===== src/rtl/forward_hazard_unit_if.sv =====
`default_nettype none
// ============================================================================
// Module      : forward_hazard_unit_if
// Description : Pipeline-side signal bundle of the forwarding/hazard unit.
// Revision    : 1.0 - initial release
// ============================================================================
interface forward_hazard_unit_if #(
    parameter int REG_AW = 5,
    parameter int NSRC   = 2,
    parameter int CNT_W  = 16
);
    logic                     ex_mem_regWrite;
    logic [REG_AW-1:0]        ex_mem_rd;
    logic                     mem_wb_regWrite;
    logic [REG_AW-1:0]        mem_wb_rd;
    logic [NSRC*REG_AW-1:0]   id_ex_rs;
    logic                     id_ex_memRead;
    logic [REG_AW-1:0]        id_ex_rd;
    logic [NSRC*REG_AW-1:0]   if_id_rs;
    logic [NSRC-1:0]          if_id_rs_used;
    logic                     flush;
    logic                     dmem_busy;
    logic                     cnt_clr;
    logic [2*NSRC-1:0]        fwd_sel;
    logic                     stall;
    logic                     bubble;
    logic                     freeze;
    logic [CNT_W-1:0]         stall_cnt;
    logic [CNT_W-1:0]         freeze_cnt;

    modport master (
        output ex_mem_regWrite, ex_mem_rd, mem_wb_regWrite, mem_wb_rd,
               id_ex_rs, id_ex_memRead, id_ex_rd, if_id_rs, if_id_rs_used,
               flush, dmem_busy, cnt_clr,
        input  fwd_sel, stall, bubble, freeze, stall_cnt, freeze_cnt
    );

    modport slave (
        input  ex_mem_regWrite, ex_mem_rd, mem_wb_regWrite, mem_wb_rd,
               id_ex_rs, id_ex_memRead, id_ex_rd, if_id_rs, if_id_rs_used,
               flush, dmem_busy, cnt_clr,
        output fwd_sel, stall, bubble, freeze, stall_cnt, freeze_cnt
    );
endinterface
`default_nettype wire


===== src/rtl/forward_hazard_unit.sv =====
`default_nettype none
// ============================================================================
// Module      : forward_hazard_unit
// Description : Operand forwarding, load-use stall and dmem freeze control.
// Revision    : 1.0 - initial release
// ============================================================================
module forward_hazard_unit #(
    parameter int REG_AW          = 5,
    parameter int NSRC            = 2,
    parameter int LOAD_USE_CYCLES = 1,
    parameter int CNT_W           = 16
) (
    input  wire logic               clk,
    input  wire logic               rst_n,
    forward_hazard_unit_if.slave    bus
);
    localparam logic [0:0]       c_st_run      = 1'b0;
    localparam logic [0:0]       c_st_lu_stall = 1'b1;
    localparam logic [3:0]       c_lu_rem      = 4'(LOAD_USE_CYCLES - 1);
    localparam logic [CNT_W-1:0] c_cnt_max     = '1;

    logic [0:0]       r_state;
    logic [0:0]       w_state_nxt;
    logic [3:0]       r_rem;
    logic [3:0]       w_rem_nxt;
    logic             w_stall;
    logic             w_hit;
    logic [2*NSRC-1:0] w_fwd_sel;
    logic [CNT_W-1:0] r_stall_cnt;
    logic [CNT_W-1:0] r_freeze_cnt;

    // EX/MEM wins over MEM/WB; x0 is hard-wired zero and never forwarded.
    always_comb begin
        w_fwd_sel = '0;
        for (int i = 0; i < NSRC; i++) begin
            if (bus.ex_mem_regWrite && (bus.ex_mem_rd != '0) &&
                (bus.ex_mem_rd == bus.id_ex_rs[i*REG_AW +: REG_AW]))
                w_fwd_sel[2*i +: 2] = 2'b10;
            else if (bus.mem_wb_regWrite && (bus.mem_wb_rd != '0) &&
                     (bus.mem_wb_rd == bus.id_ex_rs[i*REG_AW +: REG_AW]))
                w_fwd_sel[2*i +: 2] = 2'b01;
        end
    end

    always_comb begin
        w_hit = 1'b0;
        for (int i = 0; i < NSRC; i++) begin
            if (bus.if_id_rs_used[i] &&
                (bus.if_id_rs[i*REG_AW +: REG_AW] == bus.id_ex_rd))
                w_hit = 1'b1;
        end
        w_hit = w_hit && bus.id_ex_memRead && (bus.id_ex_rd != '0);
    end

    always_comb begin
        w_state_nxt = r_state;
        w_rem_nxt   = r_rem;
        w_stall     = 1'b0;
        if (bus.dmem_busy) begin
            w_state_nxt = r_state;
            w_rem_nxt   = r_rem;
        end else if (bus.flush) begin
            w_state_nxt = c_st_run;
            w_rem_nxt   = 4'd0;
        end else begin
            case (r_state)
                c_st_run: begin
                    if (w_hit) begin
                        w_stall = 1'b1;
                        if (LOAD_USE_CYCLES > 1) begin
                            w_state_nxt = c_st_lu_stall;
                            w_rem_nxt   = c_lu_rem;
                        end
                    end
                end
                c_st_lu_stall: begin
                    w_stall   = 1'b1;
                    w_rem_nxt = r_rem - 4'd1;
                    if (r_rem == 4'd1)
                        w_state_nxt = c_st_run;
                end
                default: begin
                    w_state_nxt = c_st_run;
                    w_rem_nxt   = 4'd0;
                end
            endcase
        end
    end

    always_ff @(posedge clk or negedge rst_n) begin
        if (!rst_n) begin
            r_state <= c_st_run;
            r_rem   <= 4'd0;
        end else begin
            r_state <= w_state_nxt;
            r_rem   <= w_rem_nxt;
        end
    end

    // stall is already forced low while frozen, so the stall counter holds.
    always_ff @(posedge clk or negedge rst_n) begin
        if (!rst_n) begin
            r_stall_cnt  <= '0;
            r_freeze_cnt <= '0;
        end else if (bus.cnt_clr) begin
            r_stall_cnt  <= '0;
            r_freeze_cnt <= '0;
        end else begin
            if (w_stall && (r_stall_cnt != c_cnt_max))
                r_stall_cnt <= r_stall_cnt + 1'b1;
            if (bus.dmem_busy && (r_freeze_cnt != c_cnt_max))
                r_freeze_cnt <= r_freeze_cnt + 1'b1;
        end
    end

    assign bus.fwd_sel    = w_fwd_sel;
    assign bus.stall      = w_stall;
    assign bus.bubble     = w_stall;
    assign bus.freeze     = bus.dmem_busy;
    assign bus.stall_cnt  = r_stall_cnt;
    assign bus.freeze_cnt = r_freeze_cnt;

endmodule
`default_nettype wire


===== src/flat_wrapper.sv =====
// flat-port wrapper written by rule: the top's interface ports become plain ports
module forward_hazard_unit_flat 
#(
    parameter int REG_AW          = 5,
    parameter int NSRC            = 2,
    parameter int LOAD_USE_CYCLES = 1,
    parameter int CNT_W           = 16
)
  (clk, rst_n, bus_ex_mem_regWrite, bus_ex_mem_rd, bus_mem_wb_regWrite, bus_mem_wb_rd, bus_id_ex_rs, bus_id_ex_memRead, bus_id_ex_rd, bus_if_id_rs, bus_if_id_rs_used, bus_flush, bus_dmem_busy, bus_cnt_clr, bus_fwd_sel, bus_stall, bus_bubble, bus_freeze, bus_stall_cnt, bus_freeze_cnt);
  forward_hazard_unit_if #(.REG_AW(REG_AW), .NSRC(NSRC), .CNT_W(CNT_W)) bus_i ();
  input  wire logic clk;
  input  wire logic rst_n;
  input wire logic [$bits(bus_i.ex_mem_regWrite)-1:0] bus_ex_mem_regWrite;
  input wire logic [$bits(bus_i.ex_mem_rd)-1:0] bus_ex_mem_rd;
  input wire logic [$bits(bus_i.mem_wb_regWrite)-1:0] bus_mem_wb_regWrite;
  input wire logic [$bits(bus_i.mem_wb_rd)-1:0] bus_mem_wb_rd;
  input wire logic [$bits(bus_i.id_ex_rs)-1:0] bus_id_ex_rs;
  input wire logic [$bits(bus_i.id_ex_memRead)-1:0] bus_id_ex_memRead;
  input wire logic [$bits(bus_i.id_ex_rd)-1:0] bus_id_ex_rd;
  input wire logic [$bits(bus_i.if_id_rs)-1:0] bus_if_id_rs;
  input wire logic [$bits(bus_i.if_id_rs_used)-1:0] bus_if_id_rs_used;
  input wire logic [$bits(bus_i.flush)-1:0] bus_flush;
  input wire logic [$bits(bus_i.dmem_busy)-1:0] bus_dmem_busy;
  input wire logic [$bits(bus_i.cnt_clr)-1:0] bus_cnt_clr;
  output wire logic [$bits(bus_i.fwd_sel)-1:0] bus_fwd_sel;
  output wire logic [$bits(bus_i.stall)-1:0] bus_stall;
  output wire logic [$bits(bus_i.bubble)-1:0] bus_bubble;
  output wire logic [$bits(bus_i.freeze)-1:0] bus_freeze;
  output wire logic [$bits(bus_i.stall_cnt)-1:0] bus_stall_cnt;
  output wire logic [$bits(bus_i.freeze_cnt)-1:0] bus_freeze_cnt;
  assign bus_i.ex_mem_regWrite = bus_ex_mem_regWrite;
  assign bus_i.ex_mem_rd = bus_ex_mem_rd;
  assign bus_i.mem_wb_regWrite = bus_mem_wb_regWrite;
  assign bus_i.mem_wb_rd = bus_mem_wb_rd;
  assign bus_i.id_ex_rs = bus_id_ex_rs;
  assign bus_i.id_ex_memRead = bus_id_ex_memRead;
  assign bus_i.id_ex_rd = bus_id_ex_rd;
  assign bus_i.if_id_rs = bus_if_id_rs;
  assign bus_i.if_id_rs_used = bus_if_id_rs_used;
  assign bus_i.flush = bus_flush;
  assign bus_i.dmem_busy = bus_dmem_busy;
  assign bus_i.cnt_clr = bus_cnt_clr;
  assign bus_fwd_sel = bus_i.fwd_sel;
  assign bus_stall = bus_i.stall;
  assign bus_bubble = bus_i.bubble;
  assign bus_freeze = bus_i.freeze;
  assign bus_stall_cnt = bus_i.stall_cnt;
  assign bus_freeze_cnt = bus_i.freeze_cnt;
  forward_hazard_unit #(.REG_AW(REG_AW), .NSRC(NSRC), .LOAD_USE_CYCLES(LOAD_USE_CYCLES), .CNT_W(CNT_W)) u_core (.clk(clk), .rst_n(rst_n), .bus(bus_i));
endmodule

===== config.mk =====
export PLATFORM = sky130hd
export DESIGN_NAME = forward_hazard_unit_flat
export DESIGN_NICKNAME = d
export VERILOG_FILES = /design/src/rtl/forward_hazard_unit_if.sv /design/src/rtl/forward_hazard_unit.sv /design/src/flat_wrapper.sv
export SDC_FILE = /design/constraint.sdc
export NUM_CORES = 1
export LEC_CHECK = 0
export BUFFER_PORTS_ARGS = -buffer_cell sky130_fd_sc_hd__buf_2
export CAP_MARGIN = 20
export CORE_MARGIN = 2
export CORE_UTILIZATION = 46
export CTS_CLUSTER_DIAMETER = 150
export DETAILED_ROUTE_END_ITERATION = 8
export PLACE_DENSITY = 0.85
export SLEW_MARGIN = 10
export SYNTH_ARGS = -nofsm -noshare
export SYNTH_HDL_FRONTEND = slang
export SYNTH_SLANG_ARGS = --single-unit

===== constraint.sdc =====
create_clock -name clk -period 1.9 [get_ports clk]
set_input_delay 0.38 -clock clk [delete_from_list [all_inputs] [get_ports clk]]
set_output_delay 0.38 -clock clk [all_outputs]
set_load 0.01 [all_outputs]

==> results.md, run 1 <==
- CTS Root Cell: clkbuf_8
- Die width: 78.14 um
- RePlAce Congestion: 0.9204
- PortBufs: 83
- Final ANT Viol Nets: 0
- Avg Synthesized Cell Area: 8.967 um^2
- Clock sinks: 37
- IO Pins: 84
- H-tree Lvls: 2
- FFs w/ async S/R, synth: 100.0%
- Final Non-Filler Cells: 499
- Slew Viols, Final: 0
- Antenna diodes: 0
- Layout Utilization: 76.88%
- Clock buffer depth: 2
- GR Overflow Total: 0
- Core Region: 0.005205 mm^2
- DR iter-0 viols: 196
- Post-synth top cells: dfrtp_1 (37), nor2_1 (32), a21oi_1 (19), xnor2_1 (19), xor2_1 (19)
- Startpoint types: input port
- FF+latch count, synth: 37
- DP HPWL: 5684 um
- Fmax: 501.9 MHz
- Clock Latency Late Sink: 0.30 ns
- Critical Path RT: 1.52 ns
- Slew margin rel.: 67.34%
- Register area share after synthesis: 36.62%
- Final worst slack: -0.09231 ns
- Die ar.: 0.006106 mm^2
- Final min period: 1.992 ns
- Status: finished, violations left
- Synth area leader: dfrtp_1
- Initial antenna violation count: 0
- Share of post-route cells with drive strength above 1: 52.21%
- Num CTS Buffers: 5
- Hold Fails Final Rpt: 0
- CP endpoint kind: output port
- Vias in the first global route: 2830
- Cell variety after synth: 44
- Critical path arrival: 1.61 ns
- Most common cell in the synthesized netlist: dfrtp_1
- Worst-path clk slew: 0.08 ns
- Final setup violation count: 15
- Setup WS pre-CTS: -0.2570 ns
- Cell Count Post-Placement: 484
- Initial core utilization: 48.58%
- Synth Instances: 282
- Crit path from: bus_mem_wb_rd[0]
- Die height: 78.14 um
- RSZ-0062 raised after global routing: true
- VDD IR max: 0.0003442 V
- First-pass GRT wire length: 13220 um
- Drt total wl: 8704 um
- Placement Rows: 26
- Slew at the pin closest to its max-slew limit: 0.4848 ns
- WL per Instance: 17.44 um
- Largest net degree at the start of global routing: 30
- Failing checks: negative setup slack
- Main synth FF type: dfrtp_1
- Synth top area share: 36.62%
- Pre-Repair DR Iteration Count: 4
- Total track usage: 27.04%
- Yosys warning count: 0
- Drc violations: 0
- Worst Skew: 0.007350 ns
- HP Class: in -> reg
- EDFF count, synth: 0
- Synthesized cell area: 0.002529 mm^2
- Area delta synth->final: 58.24%
- Leakage: 0.001771 uW
- Post-Synthesis Net Count: 331
- Max-cap violation count: 0
- CTS tree: built
- Fin crit share: 104.9%
- CP max FO: 3
- Final net count: 477
- PD cells: 467.1 mW/mm^2
- RR Startpoint: u_core.bus.stall_cnt[0]
- Setup TNS: -1.030 ns
- Vias: 2884
- Setup CP Type: in -> out
- Top cells by area, synth: dfrtp_1 (37%), xnor2_1 (6.6%), xor2_1 (6.6%)
- Worst hold slack: 0.4334 ns
- Hold path startpoint: bus_flush
- Routed vias/inst: 5.780
## critical path, cell delays in order
cell and delay, ns:
buf_6 0.09, or4_1 0.10, o21ai_1 0.08, or4_4 0.54, nor4_2 0.26, buf_2 0.16
## cell families after synthesis
group	share of synthesized area [%]
multiplexers	3.909
XOR/XNOR	13.16
flip-flops	36.62
AO/OA/AOI/OAI	14.80
adder cells (fa/ha/maj)	1.979
buffers and inverters	4.057
AND/OR/NAND/NOR	25.48
## report_power, final
group | switching (uW) | leakage, uW | total [uW] | internal, uW
Combinational | 185 | 0.00121 | 359 | 175
Sequential | 13.8 | 0.000509 | 815 | 801
Clock | 301 | 0.0000554 | 695 | 394
## area by class of cell
class | count | area [um^2]
timing repair buffer | 153 | 1054
fill | 347 | 1204
sequential | 37 | 929.6
clock inverter | 2 | 38.79
clock buffer | 6 | 72.57
tap | 70 | 87.58
multi-input combinational | 223 | 1789
inverter | 8 | 30.03
## flip-flops by register name, indices dropped and copies added (netlist names)
| signal | count |
|---|---|
| u_core.r_rem | 4 |
| u_core.bus.freeze_cnt | 16 |
| u_core.r_state | 1 |
| u_core.bus.stall_cnt | 16 |
## timing repair
| action | in CTS | in global routing |
|---|---|---|
| setup buffers | 5 | 2 |
| pin swaps | 20 | 12 |
| hold endpoints to repair | 8 | 0 |
| hold buffers | 1 | 0 |
| endpoints found under the setup margin | 16 | 31 |
| resized for setup | 29 | 42 |
## through the flow
stage               area (um^2)  power, uW
finish                     4001       1869
global route               4001       1937
detailed placement         3520       1132
CTS                        3816       1844
global placement           3520       1119
floorplan                  2590      958.4
## layout by cell type, fill, tap and decap left out, types with 5 or more instances in the layout
| cell | n |
|---|---|
| a21oi_1 | 8 |
| a21oi_2 | 11 |
| buf_2 | 75 |
| buf_4 | 62 |
| buf_6 | 10 |
| clkbuf_8 | 5 |
| dfrtp_1 | 34 |
| inv_1 | 7 |
| nand2_1 | 15 |
| nand3_1 | 9 |
| nand4_1 | 10 |
| nor2_1 | 28 |
| nor2b_1 | 7 |
| nor3_2 | 5 |
| o21ai_0 | 7 |
| o31ai_1 | 7 |
| or4_1 | 6 |
| or4_4 | 8 |
| or4b_4 | 5 |
| xnor2_1 | 18 |
| xor2_1 | 19 |
## per-layer routing
layer  GRT usage, %  vias to the layer above  wire, um  share of wire, %
met2          47.59                      108      4676                54
met1          33.67                     1426      3410                39
met3          3.448                       25       403               4.6
met4          10.53                        0       214               2.5
met5              0                        -         0                 0
li1               -                     1325         -                 -
## final timing paths
kind | to | slack, ns | cells after the start
setup / recovery | bus_fwd_sel[0] | -0.09 | 6
hold / removal | u_core.r_rem[1] | 0.43 | 3
setup reg to reg | u_core.bus.stall_cnt[14] | -0.06 | 7
hold reg to reg | u_core.r_rem[1] | 0.51 | 2
max in group asynchronous | u_core.bus.freeze_cnt[3] | 1.00 | 3
min in group asynchronous | u_core.bus.stall_cnt[3] | 0.46 | 2
(Power assumes the default switching activity.)
==> run 2: changes to the inputs <==
--- a/config.mk
+++ b/config.mk
@@ -5,13 +5,15 @@
 export SDC_FILE = /design/constraint.sdc
 export NUM_CORES = 1
 export LEC_CHECK = 0
+export ABC_AREA = 1
 export BUFFER_PORTS_ARGS = -buffer_cell sky130_fd_sc_hd__buf_2
 export CAP_MARGIN = 20
 export CORE_MARGIN = 2
-export CORE_UTILIZATION = 46
+export CORE_UTILIZATION = 25
 export CTS_CLUSTER_DIAMETER = 150
 export DETAILED_ROUTE_END_ITERATION = 8
-export PLACE_DENSITY = 0.85
+export GPL_TIMING_DRIVEN = 0
+export PLACE_DENSITY = 0.54
 export SLEW_MARGIN = 10
 export SYNTH_ARGS = -nofsm -noshare
 export SYNTH_HDL_FRONTEND = slang
==> run 2 against run 1 <==
Compared with the run above: the run now ends clean; clock-buffer cell count is 1 lower; sequential power is essentially flat; cell area down 6.5%; die area grew 100%; total power rose by 17%; clock power grew 58%; sequential share of layout area up 1.5 points; maximum frequency up 12%; critical endpoint is now bus_fwd_sel[2].
==> results.md, run 2 <==
- Startpoint types: input port
- H-tree Lvls: 2 (unchanged)
- Initial antenna violation count: 0 (unchanged)
- Share of post-route cells with drive strength above 1: 26.60% (-26 points)
- Die width: 110.6 um (+41%)
- Synthesized cell area: 0.002839 mm^2 (+12%)
- Cell area after placement: 0.003425 mm^2 (-2.7%)
- Crit-path most repeated cell: buf_2
- Slew margin rel.: 41.35% (-26 points)
- Die height: 110.6 um (+41%)
- Critical Path RT: 1.52 ns (about the same)
- Fmax: 559.8 MHz (+12%)
- CP cell instances: buf_2, nor2_1, nand2_1, o21ai_0, nor4_1, nor3_1, buf_2
- Cell variety after synth: 32 (-27%)
- Leakage: 0.002030 uW (+15%)
- Synth area leader: dfrtp_1
- Hold Fails Final Rpt: 0 (unchanged)
- Final min period: 1.786 ns (-0.2060 ns)
- FF+latch area: 925.9 um^2 (-0.40%)
- Core Region: 0.01098 mm^2 (+110%)
- Area of the multi-input gates: 0.001674 mm^2 (-6.4%)
- PD cells: 586.8 mW/mm^2 (+26%)
- Post-CTS Hold Buffers: 0 (-1)
- Post-synth top cells: nand2_1 (100), inv_1 (49), nand3_1 (40), dfrtp_1 (37), nor2_1 (36)
- Largest net degree at the start of global routing: 38 (+27%)
- Slew Viols, Final: 0 (unchanged)
- Area delta synth->final: 31.73%
- IO Pins: 84 (unchanged)
- R2r setup slk: 0.16 ns (+0.22 ns)
- Vias: 3009 (+4.3%)
- Final instance area: 0.003740 mm^2 (-6.5%)
- Fillers: 1200 (+250%)
- Crit-path leading delay family: simple AND/OR/NAND/NOR gates
- FFs w/ async S/R, synth: 100.0% (unchanged)
- CTS tree: built
- WL per Instance: 12.58 um (-28%)
- Top cells by area, synth: dfrtp_1 (33%), nand2_1 (13%), nand3_1 (7.1%)
- Most common cell after layout, fill and taps aside: nand2_1
- Antenna diodes: 0 (unchanged)
- RePlAce Congestion: 0.9384 (+2.0%)
- Critical path arrival: 1.41 ns (-0.20 ns)
- Delay of the slowest critical-path stage: 0.22 ns (-0.32 ns)
- Synth top area share: 32.61% (-4.0 points)
- Clock sinks: 37 (unchanged)
- CTS Root Cell: clkbuf_16
- Fin crit share: 94.02% (-11 points)
- Vias in the first global route: 2902 (+2.5%)
- Worst Skew: 0.008551 ns (+0.001201 ns)
- Drt total wl: 8052 um (-7.5%)
- Final ANT Viol Nets: 0 (unchanged)
- Max-cap violation count: 0 (unchanged)
- EDFF count, synth: 0 (unchanged)
- Setup WS pre-CTS: -0.2045 ns (+0.05253 ns)
- Final net count: 548 (+15%)
- Register area share after synthesis: 32.61% (-4.0 points)
- Status: completed
- Slowest CP cell: o21ai_0
- Worst-path clk slew: 0.07 ns (about the same)
- DR iter-0 viols: 165 (-16%)
- Placement Rows: 38 (+46%)
- Slew at the pin closest to its max-slew limit: 0.8797 ns (+0.3949 ns)
- Avg Synthesized Cell Area: 7.133 um^2 (-20%)
- Yosys warning count: 0 (unchanged)
- Clock buffer depth: 2 (unchanged)
- Pre-Repair DR Iteration Count: 4 (unchanged)
- First-pass GRT wire length: 13660 um (+3.3%)
- Setup CP Type: in -> out
- Most frequent cells in the layout: nand2_1 (100), buf_2 (84), inv_1 (49), nand3_1 (40), dfrtp_1 (37)
- Drc violations: 0 (unchanged)
- Most common cell in the synthesized netlist: nand2_1
- HP Class: in -> async
- Clock Latency Late Sink: 0.29 ns (about the same)
- Total track usage: 13.15% (-14 points)
- Initial core utilization: 25.85% (-23 points)
- Num CTS Buffers: 5 (unchanged)
- Die ar.: 0.01222 mm^2 (+100%)
- Post-Synthesis Net Count: 447 (+35%)
- PortBufs: 82 (-1.2%)
- Final setup violation count: 0 (-15)
- CP Buf/Inv Count: 2 (unchanged)
- FF+latch count, synth: 37 (unchanged)
- Main synth FF type: dfrtp_1
- CP max FO: 3 (unchanged)
- VDD IR max: 0.0003272 V (-5.0%)
- DP HPWL: 6065 um (+6.7%)
- Worst hold slack: 0.2182 ns (-0.2153 ns)
- Routed vias/inst: 4.702 (-19%)
- GR Overflow Total: 0 (unchanged)
- Total power: 2195 uW (+17%)
- Setup TNS: 0 ns (+1.030 ns)
- CP endpoint kind: output port
- Final worst slack: 0.1137 ns (+0.2060 ns)
- Synth Instances: 398 (+41%)
[run 2: cell types whose count changed after synthesis, moves of 5 or more]
cell	previous run	this run
nand2_1	15	100
inv_1	8	49
nand3_1	9	40
nand4_1	10	28
or4_1	14	0
a21oi_1	19	6
nor2b_1	7	0
o41ai_1	7	0
clkbuf_1	9	3
o21ai_2	1	6
[run 2: metal layers]
metal | vias up | global-route usage, % | share of wire (%)
met1 | 1390 | 17.16 | 47
met2 | 106 | 21.72 | 45
met3 | 14 | 2.689 | 5.9
li1 | 1499 | - | -
met5 | - | 0 | 0
met4 | 0 | 4.333 | 2.4
[run 2: cells by family (layout without fill, tap and decap cells)]
family                   count (synthesis)  count (layout)  synth area share, %
AO/OA/AOI/OAI                           27              27                6.346
buffers and inverters                   61             163                9.035
adder cells (fa/ha/maj)                  4               4                1.763
flip-flops                              37              37                32.61
AND/OR/NAND/NOR                        231             231                38.52
XOR/XNOR                                38              38                11.72
[run 2: report_power, final]
part,internal (uW),switching [uW]
combinational,111,170
sequential,806,7.61
clock,750,350
total,1670,527
[run 2: final cells by class]
type,instances,area share [%]
flip-flops and latches,37,24.76
well taps,140,4.684
clock inverters,3,1.740
repair buffers,95,13.92
multi-input cells,300,44.76
plain buffers,10,1.773
inverters,50,5.018
clock buffers,5,3.346
[run 2: worst paths after layout]
| path | cells past startpoint | end | from |
|---|---|---|---|
| min in group clk | 4 | u_core.r_state | bus_flush |
| max | 7 | bus_fwd_sel[2] | bus_ex_mem_rd[4] |
| max reg2reg | 7 | u_core.bus.freeze_cnt[11] | u_core.bus.freeze_cnt[2] |
| min reg2reg | 2 | u_core.r_state | u_core.r_state |
| min | 1 | u_core.bus.freeze_cnt[6] | rst_n |
| max in group asynchronous | 1 | u_core.bus.stall_cnt[3] | rst_n |
[run 2: timing repair]
item,in CTS,in global routing
resized for setup,3,5
buffers inserted,1,12
pin swaps,1,5
setup endpoints to repair,2,28
cloned,0,0
[run 2: metrics by stage]
stage / utilization [%] / instances
floorplan: - / 398
global placement: 31.18 / 620
detailed placement: 31.18 / 620
CTS: 33.08 / 629
global route: 34.05 / 640
finish: 34.05 / 640
==> run 3: changes to the inputs <==
--- a/config.mk
+++ b/config.mk
@@ -5,7 +5,6 @@
 export SDC_FILE = /design/constraint.sdc
 export NUM_CORES = 1
 export LEC_CHECK = 0
-export ABC_AREA = 1
 export BUFFER_PORTS_ARGS = -buffer_cell sky130_fd_sc_hd__buf_2
 export CAP_MARGIN = 20
 export CORE_MARGIN = 2
@@ -13,7 +12,7 @@
 export CTS_CLUSTER_DIAMETER = 150
 export DETAILED_ROUTE_END_ITERATION = 8
 export GPL_TIMING_DRIVEN = 0
-export PLACE_DENSITY = 0.54
+export PLACE_DENSITY = 0.55
 export SLEW_MARGIN = 10
 export SYNTH_ARGS = -nofsm -noshare
 export SYNTH_HDL_FRONTEND = slang
==> run 3 against run 2 <==
Compared with the run above: the flow now finishes with violations (negative setup slack); critical endpoint is now bus_stall; register-to-register slack got worse by 0.17 ns; sequential power is essentially flat; flip-flop and latch count is the same; non-clock buffer count is 31 higher; via count down 10%; hold slack worse by 0.033 ns; sequential share of layout area down 1.2 points; clock power is 48% lower; highest routed layer unchanged; wire length up 3.4%; clock-buffer cell count grew 2; global-route usage rose by 0.84 points.
==> results.md, run 3 (synthesis gave the netlist of run 1 again) <==
- Status: finished, violations left
- Failing checks: negative setup slack
- Slew Viols, Final: 0 (unchanged)
- Initial antenna violation count: 0 (unchanged)
- Antenna diodes: 0 (unchanged)
- RePlAce Congestion: 0.7759 (-17%)
- CTS tree: built
- Clock sinks: 37 (unchanged)
- Fin crit share: 107.6% (+14 points)
- VDD IR max: 0.0002218 V (-32%)
- Reg2Reg Depth: 7 (unchanged)
- Drt total wl: 8325 um (+3.4%)
- DP HPWL: 5237 um (-14%)
- Core Region: 0.009774 mm^2 (-11%)
- CTS Root Cell: clkbuf_8
- DR iter-0 viols: 83 (-50%)
- Worst Skew: 0.01032 ns (+0.001764 ns)
- Total power: 1711 uW (-22%)
- Slew margin rel.: 44.62% (+3.3 points)
- Clock buffer depth: 2 (unchanged)
- CP endpoint kind: output port
- Drc violations: 0 (unchanged)
- Max layer used: met4
- Slowest CP cell: or4_4
- GR Overflow Total: 0 (unchanged)
- RR Startpoint: u_core.bus.stall_cnt[0]
- Met1 Wirelength: 3559 um (-6.0%)
- Final setup violation count: 8 (+8)
- Die width: 104.6 um (-5.4%)
- RSZ-0062 raised after global routing: true
- Cell Count Post-Placement: 498 (-20%)
- Final worst slack: -0.1451 ns (-0.2588 ns)
- Largest net degree at the start of global routing: 38 (unchanged)
- Final ANT Viol Nets: 0 (unchanged)
- Routed vias/inst: 4.956 (+5.4%)
- Clock Latency Late Sink: 0.29 ns (about the same)
- Crit-path leading delay family: simple AND/OR/NAND/NOR gates
- CP max FO: 3 (unchanged)
- Die height: 104.6 um (-5.4%)
- Area delta synth->final: 58.14%
- Setup CP Type: in -> out
- Setup TNS: -0.5038 ns (-0.5038 ns)
- Routed wl met3: 425 um (-10%)
- Most frequent cells in the layout: buf_2 (74), buf_4 (39), nor2_1 (27), dfrtp_1 (24), xor2_1 (19)
- Placement Rows: 36 (-5.3%)
- HP Class: in -> async
- Total track usage: 13.98% (+0.84 points)
- Max-cap violation count: 0 (unchanged)
- Critical path arrival: 1.67 ns (+0.26 ns)
- Worst hold slack: 0.1849 ns (-0.03328 ns)
- Final min period: 2.045 ns (+0.2588 ns)
- Delay of the slowest critical-path stage: 0.51 ns (+0.29 ns)
- Startpoint types: input port
- H-tree Lvls: 2 (unchanged)
- Share of post-route cells with drive strength above 1: 52.80% (+26 points)
- Layout Utilization: 40.91% (+6.9 points)
- Die ar.: 0.01093 mm^2 (-11%)
- Hold Fails Final Rpt: 0 (unchanged)
- WL per Instance: 15.30 um (+22%)
- R2r setup slk: -0.01 ns (-0.17 ns)
- Post-CTS Hold Buffers: 0 (unchanged)
- RR Endpoint: u_core.bus.stall_cnt[6]
- Critical Path RT: 1.52 ns (about the same)
- DR WL met2: 4222 um (+17%)
- PD cells: 427.9 mW/mm^2 (-27%)
- Slew at the pin closest to its max-slew limit: 0.8307 ns (-0.04896 ns)
- Num CTS Buffers: 5 (unchanged)
- Final net count: 460 (-16%)
- Most common cell after layout, fill and taps aside: buf_2
- Leakage: 0.001664 uW (-18%)
- CP Buf/Inv Count: 3 (+1)
- Vias in the first global route: 2637 (-9.1%)
- Initial core utilization: 25.87% (about the same)
- IO Pins: 84 (unchanged)
- Fmax: 489.0 MHz (-13%)
- Worst-path clk slew: 0.07 ns (about the same)
- Pre-Repair DR Iteration Count: 4 (unchanged)
- First-pass GRT wire length: 12730 um (-6.8%)
- CP cell instances: buf_8, or4_4, o21a_1, a21oi_2, nor3_2, buf_4, buf_6
- Final Non-Filler Cells: 544 (-15%)
- Vias: 2696 (-10%)
- PortBufs: 83 (+1.2%)
[run 3: cell types whose count changed in the layout (fill, tap and decap cells not counted), moves of 9 or more]
| cell | before | now |
|---|---|---|
| dfrtp_1 | 37 | 24 |
| nand2_1 | 100 | 14 |
| buf_2 | 84 | 74 |
| inv_1 | 49 | 7 |
| nand4_1 | 28 | 10 |
| buf_4 | 15 | 39 |
| nand3_1 | 40 | 9 |
| buf_6 | 2 | 12 |
| dfrtp_2 | 0 | 13 |
| or4_1 | 0 | 9 |
[run 3: worst max-delay path by stage]
stage                              from  depth (start not counted)  slack, ns                  endpoint
3_3_place_gp            bus_id_ex_rd[1]                          8      -0.39  u_core.bus.stall_cnt[14]
5_1_grt                 bus_id_ex_rd[2]                          7      -0.19                 bus_stall
3_5_place_dp            bus_id_ex_rd[1]                          8      -0.39   u_core.bus.stall_cnt[8]
4_1_cts                 bus_id_ex_rd[4]                          7      -0.17                 bus_stall
6_report                bus_id_ex_rd[2]                          7      -0.15                 bus_stall
2_1_floorplan  u_core.bus.freeze_cnt[0]                          7      -0.07  u_core.bus.freeze_cnt[9]
[run 3: power breakdown]
part	total, uW	switching (uW)	internal [uW]
clock network	572	284	288
logic	324	174	151
registers	815	13.6	801
[run 3: metrics by stage]
stage	area, um^2	setup slack [ns]
after floorplan	2590	-0.06545
final	3999	-0.1451
after CTS	3582	-0.1695
after global routing	3999	-0.1904
after global placement	3172	-0.3868
after detailed placement	3172	-0.3944
[run 3: area by class of cell]
cell class	count	area, um^2
Multi-Input combinational cell	223	1858
Sequential cell	37	942.2
Fill cell	969	5776
Timing Repair Buffer	125	827.0
Tap cell	133	166.4
Buffer	11	88.84
Inverter	8	30.03
Clock buffer	7	86.33
[run 3: what timing repair did]
action                     CTS  global route
pin swaps                   14            27
setup buffers               23            17
setup endpoints to repair   36            28
cloned                       0             2
gates resized for setup     39            61
[run 3: layer usage]
layer	vias to the layer above	global-route usage [%]
li1	1298	-
met1	1292	18.04
met2	94	24.23
met3	12	2.932
met4	0	2.762
met5	-	0
